$ cat src/rtl/byte_stream_sink_if.sv
// Byte-stream sink bundle: producer strobe, consumer pop port and status flags.
// Optional parity pair is present only when SINK_PARITY_EN is defined.
interface byte_stream_sink_if #(
    parameter int DEPTH  = 8,
    parameter int DATA_W = 8
);
    logic [DATA_W-1:0]       data_in;
    logic                    enable;
    logic                    rd_en;
    logic                    ovf_clr;
    logic [DATA_W-1:0]       rd_data;
    logic                    rd_valid;
    logic                    full;
    logic                    empty;
    logic [$clog2(DEPTH):0]  level;
    logic                    overflow;
`ifdef SINK_PARITY_EN
    logic                    data_par;
    logic                    par_err;
`endif

    modport master (
        output data_in, enable, rd_en, ovf_clr,
`ifdef SINK_PARITY_EN
        output data_par,
        input  par_err,
`endif
        input  rd_data, rd_valid, full, empty, level, overflow
    );

    modport slave (
        input  data_in, enable, rd_en, ovf_clr,
`ifdef SINK_PARITY_EN
        input  data_par,
        output par_err,
`endif
        output rd_data, rd_valid, full, empty, level, overflow
    );
endinterface

$ cat src/rtl/byte_stream_sink.sv
// Circular show-ahead FIFO that captures strobed bytes and flags drops with a sticky overflow.
// Optional even-parity filtering of incoming bytes is enabled by the SINK_PARITY_EN macro.
module byte_stream_sink #(
    parameter int DEPTH  = 8,   // power of 2, >= 2
    parameter int DATA_W = 8
) (
    input logic               clk,
    input logic               rst_n,
    byte_stream_sink_if.slave bus
);
    localparam int PTR_W = $clog2(DEPTH);
    localparam int LVL_W = PTR_W + 1;

    logic [DATA_W-1:0] mem_q [DEPTH];

    logic [PTR_W-1:0] wr_ptr_q, wr_ptr_d;
    logic [PTR_W-1:0] rd_ptr_q, rd_ptr_d;
    logic [LVL_W-1:0] level_q, level_d;
    logic             full_q, full_d;
    logic             empty_q, empty_d;
    logic             overflow_q, overflow_d;
    logic             par_err_q, par_err_d;
    logic             byte_ok;
    logic             push;
    logic             pop;

    always_comb begin
        byte_ok   = 1'b1;
        par_err_d = 1'b0;
`ifdef SINK_PARITY_EN
        byte_ok   = ~(^bus.data_in ^ bus.data_par);
        if (bus.enable && !byte_ok)
            par_err_d = 1'b1;
        else if (bus.ovf_clr)
            par_err_d = 1'b0;
        else
            par_err_d = par_err_q;
`endif
        // full is the registered flag, so a pop in the same cycle cannot make room for the push
        push = bus.enable && !full_q && byte_ok;
        pop  = bus.rd_en && !empty_q;

        wr_ptr_d = push ? wr_ptr_q + PTR_W'(1) : wr_ptr_q;
        rd_ptr_d = pop  ? rd_ptr_q + PTR_W'(1) : rd_ptr_q;

        level_d = level_q;
        case ({push, pop})
            2'b10:   level_d = level_q + LVL_W'(1);
            2'b01:   level_d = level_q - LVL_W'(1);
            default: level_d = level_q;
        endcase

        full_d  = (level_d == LVL_W'(DEPTH));
        empty_d = (level_d == '0);

        if (bus.enable && full_q)
            overflow_d = 1'b1;
        else if (bus.ovf_clr)
            overflow_d = 1'b0;
        else
            overflow_d = overflow_q;
    end

    always_ff @(posedge clk or negedge rst_n) begin
        if (!rst_n) begin
            wr_ptr_q   <= '0;
            rd_ptr_q   <= '0;
            level_q    <= '0;
            full_q     <= 1'b0;
            empty_q    <= 1'b1;
            overflow_q <= 1'b0;
            par_err_q  <= 1'b0;
        end else begin
            wr_ptr_q   <= wr_ptr_d;
            rd_ptr_q   <= rd_ptr_d;
            level_q    <= level_d;
            full_q     <= full_d;
            empty_q    <= empty_d;
            overflow_q <= overflow_d;
            par_err_q  <= par_err_d;
        end
    end

    // Storage is deliberately left unreset; empty gating keeps stale bytes off rd_data.
    always_ff @(posedge clk) begin
        if (push)
            mem_q[wr_ptr_q] <= bus.data_in;
    end

    assign bus.rd_data  = empty_q ? '0 : mem_q[rd_ptr_q];
    assign bus.rd_valid = ~empty_q;
    assign bus.full     = full_q;
    assign bus.empty    = empty_q;
    assign bus.level    = level_q;
    assign bus.overflow = overflow_q;
`ifdef SINK_PARITY_EN
    assign bus.par_err  = par_err_q;
`endif
endmodule

$ cat src/flat_wrapper.sv
// flat-port wrapper written by rule: the top's interface ports become plain ports
module byte_stream_sink_flat 
#(
    parameter int DEPTH  = 8,                      
    parameter int DATA_W = 8
)
  (clk, rst_n, bus_data_in, bus_enable, bus_rd_en, bus_ovf_clr, bus_rd_data, bus_rd_valid, bus_full, bus_empty, bus_level, bus_overflow);
  byte_stream_sink_if #(.DEPTH(DEPTH), .DATA_W(DATA_W)) bus_i ();
  input logic clk;
  input logic rst_n;
  input wire logic [$bits(bus_i.data_in)-1:0] bus_data_in;
  input wire logic [$bits(bus_i.enable)-1:0] bus_enable;
  input wire logic [$bits(bus_i.rd_en)-1:0] bus_rd_en;
  input wire logic [$bits(bus_i.ovf_clr)-1:0] bus_ovf_clr;
  output wire logic [$bits(bus_i.rd_data)-1:0] bus_rd_data;
  output wire logic [$bits(bus_i.rd_valid)-1:0] bus_rd_valid;
  output wire logic [$bits(bus_i.full)-1:0] bus_full;
  output wire logic [$bits(bus_i.empty)-1:0] bus_empty;
  output wire logic [$bits(bus_i.level)-1:0] bus_level;
  output wire logic [$bits(bus_i.overflow)-1:0] bus_overflow;
  assign bus_i.data_in = bus_data_in;
  assign bus_i.enable = bus_enable;
  assign bus_i.rd_en = bus_rd_en;
  assign bus_i.ovf_clr = bus_ovf_clr;
  assign bus_rd_data = bus_i.rd_data;
  assign bus_rd_valid = bus_i.rd_valid;
  assign bus_full = bus_i.full;
  assign bus_empty = bus_i.empty;
  assign bus_level = bus_i.level;
  assign bus_overflow = bus_i.overflow;
  byte_stream_sink #(.DEPTH(DEPTH), .DATA_W(DATA_W)) u_core (.clk(clk), .rst_n(rst_n), .bus(bus_i));
endmodule
$ cat config.mk
export PLATFORM = sky130hd
export DESIGN_NAME = byte_stream_sink_flat
export DESIGN_NICKNAME = d
export VERILOG_FILES = /design/src/rtl/byte_stream_sink_if.sv /design/src/rtl/byte_stream_sink.sv /design/src/flat_wrapper.sv
export SDC_FILE = /design/constraint.sdc
export NUM_CORES = 1
export LEC_CHECK = 0
export BUFFER_PORTS_ARGS = -buffer_cell sky130_fd_sc_hd__buf_2
export CAP_MARGIN = 0
export CORE_AREA = 4 4 81 91
export CTS_CLUSTER_DIAMETER = 30
export CTS_CLUSTER_SIZE = 24
export DETAILED_ROUTE_END_ITERATION = 12
export DIE_AREA = 0 0 85 95
export GPL_ROUTABILITY_DRIVEN = 1
export PLACE_DENSITY_LB_ADDON = 0.25
export SLEW_MARGIN = 20
export SYNTH_ARGS = -nofsm -noshare
export SYNTH_HDL_FRONTEND = slang
export SYNTH_SLANG_ARGS = --single-unit
$ cat constraint.sdc
create_clock -name clk -period 5.9 [get_ports clk]
set_input_delay 0.295 -clock clk [delete_from_list [all_inputs] [get_ports clk]]
set_output_delay 0.295 -clock clk [all_outputs]
set_load 0.01 [all_outputs]
==> results.tsv <==
stage	metric	value	unit
power	VDD IR max	310	uV
sta	RSZ-0062 raised after global routing	no	
global_routing	global-route wire length before repair	9.23	mm
place	Area after DPL	3370	um^2
power	static leakage	1.26	nW
drt	Pre-Repair DR Iteration Count	4	
setup_path	Slowest cell on crit path	nor2b_1	
global_routing	initial antenna violation count	0	
sta	FMAX	383	MHz
power	total power	1.76	mW
final_layout	fillcell total	533	
global_routing	total congestion overflow	0	
setup_path	crit path kind	flop to flop	
synth	Yosys top cell by area	edfxtp_1	
synth	Synth Instances	180	
synth	number of synthesized register bits	77	
synth	most frequent cell after synthesis	edfxtp_1	
setup_path	CP Launch Type	flop	
synth	Post-Syn Area	3160	um^2
power	Seq pwr share	49.1	%
drt	DRC viols	0	
synth	sequential share of the synthesized area	71.2	%
sta	Tcrit/Tclk final	44.2	%
sta	final setup vio count	0	
die	Core Rows	31	
clock_tree	CTS tree	yes	
power	PD cells	496	nW/um^2
power	cell internal pwr	1.16	mW
final_layout	FF+latch area	2250	um^2
synth	count of different cell masters after synthesis	34	
final_layout	ratio of cells with drive above 1 in the final layout	30.9	%
clock_tree	CTS Hold Bufs	1	
final_layout	area growth from synthesis to layout	12.0	%
clock_tree	Setup Buffers After CTS	0	
run	max cap viols	0	
synth	Synth top area share	60.8	%
final_layout	Layout Nets	229	
die	Starting Density	48.8	%
clock_tree	Clock Sinks	77	
sta	Hold Vio Cnt, Final	0	
drt	routed via count	1633	
setup_path	CP Data Required Time	6170	ps
sta	count of pins over their slew limit	0	
drt	WL final	5.78	mm
setup_path	worst path arrival time	2880	ps
synth	Synth async-reset ratio	16.9	%
sta	Final TNS setup	0	ps
setup_path	Worst Setup End Kind	flop	
global_routing	vias in the first global route	1738	
clock_tree	clk slew on worst S/H paths	70	ps
final_layout	Design Area, Final	3540	um^2
setup_path	family with the most delay on the worst path	simple AND/OR/NAND/NOR gates	
power	sw frac	34.2	%
drt	wire per inst	19.3	um
die	die height	95	um
clock_tree	maximum root-to-sink buffer count	2	
sta	worst rel slew slack	36.1	%
drt	post-route ant nets	0	
die	I/O pin cnt	29	
sta	Worst Tran Pin Value	955	ps
power	NetSw	0.601	mW
synth	Top FF cell, synth	edfxtp_1	
drt	via/cell ratio	5.46	
setup_path	CP cell instances	nor2b_1, inv_2, ha_1, and4b_1, o21ai_0, a221oi_1, xor2_1, nor2b_2	
synth	Post-synth EDFFs	64	
synth	post-synth net total	197	
setup_path	worst-path fanout max	9	
setup_path	WP buf/inv	1	
clock_tree	clock insertion delay at the later pin of the skew report	330	ps
clock_tree	CTS H-tree depth	3	
synth	Mapped Avg Cell Area	17.6	um^2
die	die area	8080	um^2
die	width of the die	85	um
clock_tree	Root Driver	clkbuf_8	
global_routing	All-Layer GR Usage	15.9	%
global_routing	largest net degree at the start of global routing	19	
sta	Clock Skews	7.02	ps
clock_tree	CTS buffer count	9	
worst_hold_path	HP Class	input pin to flop	
synth	Commonest cells post-synth	64 x edfxtp_1, 17 x nor2_1, 16 x mux4_2	
sta	Period minus WS final	2610	ps
synth	largest cells by area after synthesis	edfxtp_1 61%, mux4_2 11%, dfrtp_1 9.5%	
clock_tree	post-cts resize count	0	
final_layout	area occupied by multi-input gates	861	um^2
power	Gate power share	32.7	%
place	# port buffers	28	
status	run status	completed	
place	hpwl dp	3.72	mm
synth	synth warn	0	
final_layout	ANT cells	0	
die	core area	6480	um^2
setup_path	Critical Path Max Stage Delay	460	ps
drt	initial DRC count	89	
power	Clk pwr share	18.2	%
place	GP Congestion	0.838	
sequential cells by signal, summed over array words and instances, names as in the netlist:
register             flops
u_core.bus.empty         1
u_core.bus.full          1
u_core.bus.level         4
u_core.bus.overflow      1
u_core.mem_q            64
u_core.rd_ptr_q          3
u_core.wr_ptr_q          3
per-stage QoR:
stage	hold WS, ps	utilization, %	setup WS, ps	std cells
6_report	149	54.6	3290	299
5_1_grt	159	54.6	3050	299
4_1_cts	147	54.6	3120	299
3_5_place_dp	208	52.0	3290	282
3_3_place_gp	195	52.0	3400	282
2_1_floorplan	-0.591	-	3540	180
metal layers:
| layer | track usage [%] | part of all wire, % | vias up |
|---|---|---|---|
| li1 | - | - | 753 |
| met1 | 19.2 | 41 | 834 |
| met2 | 27.8 | 54 | 37 |
| met3 | 2.79 | 3.7 | 9 |
| met4 | 7.12 | 1.6 | 0 |
| met5 | 0 | 0 | - |
power groups by stage:
| stage | clock (mW) | combinational [mW] | sequential (mW) |
|---|---|---|---|
| after floorplan | 0 | 0.475 | 0.778 |
| after global placement | 0 | 0.573 | 0.866 |
| after detailed placement | 0 | 0.583 | 0.878 |
| after CTS | 0.329 | 0.586 | 0.867 |
| after global routing | 0.358 | 0.633 | 0.886 |
| final | 0.321 | 0.574 | 0.863 |
placed cells by master (no fill, tap or decap), types with 2 or more instances in the layout:
| cell | count |
|---|---|
| buf_2 | 28 |
| ha_1 | 4 |
| nand3b_1 | 2 |
| edfxtp_1 | 64 |
| clkinv_1 | 2 |
| o21ai_0 | 3 |
| mux2i_1 | 8 |
| nor3_2 | 2 |
| inv_1 | 3 |
| nand2_1 | 14 |
| dfrtp_1 | 11 |
| mux4_2 | 16 |
| nor2_1 | 17 |
| xnor2_1 | 6 |
| nand2b_1 | 3 |
| clkinv_2 | 3 |
| clkbuf_8 | 9 |
| inv_2 | 2 |
cell type report:
class                      instances  share of cell area [%]
tap                               82                    2.90
multi-input combinational         90                    24.3
inverter                           5                   0.530
timing repair buffer              29                    4.24
clock buffer                      10                    3.61
clock inverter                     6                   0.848
sequential                        77                    63.6
cell families after synthesis:
group / Yosys count / synth area share (%)
and+or+nand+nor: 45 / 7.09
DFF: 77 / 71.2
buffers and inverters: 13 / 1.90
muxes: 25 / 14.3
AOI/OAI and AO/OA: 9 / 2.02
adders and majority gates: 4 / 1.58
xor gates and xnor gates: 7 / 1.94
final timing paths:
kind / start / to / slack [ps] / depth (start not counted)
hold reg to reg: u_core.bus.level[3]$_DFF_PN0_ / u_core.bus.level[3]$_DFF_PN0_ / 530 / 1
hold / removal: bus_ovf_clr / u_core.bus.overflow$_DFFE_PN0P_ / 150 / 2
min in group asynchronous: rst_n / u_core.bus.full$_DFF_PN0_ / 380 / 2
setup reg to reg: u_core.bus.full$_DFF_PN0_ / u_core.bus.full$_DFF_PN0_ / 3290 / 8
max in group asynchronous: rst_n / u_core.bus.empty$_DFF_PN1_ / 5230 / 2
setup / recovery: u_core.bus.full$_DFF_PN0_ / u_core.bus.full$_DFF_PN0_ / 3290 / 8
worst register-to-register path, cell delays in order (launching register included):
cell and delay, ps:
dfrtp_1 400, nor2b_1 460, inv_2 130, ha_1 290
and4b_1 310, o21ai_0 100, a221oi_1 420, xor2_1 270
nor2b_2 170
(Power assumes the default switching activity.)
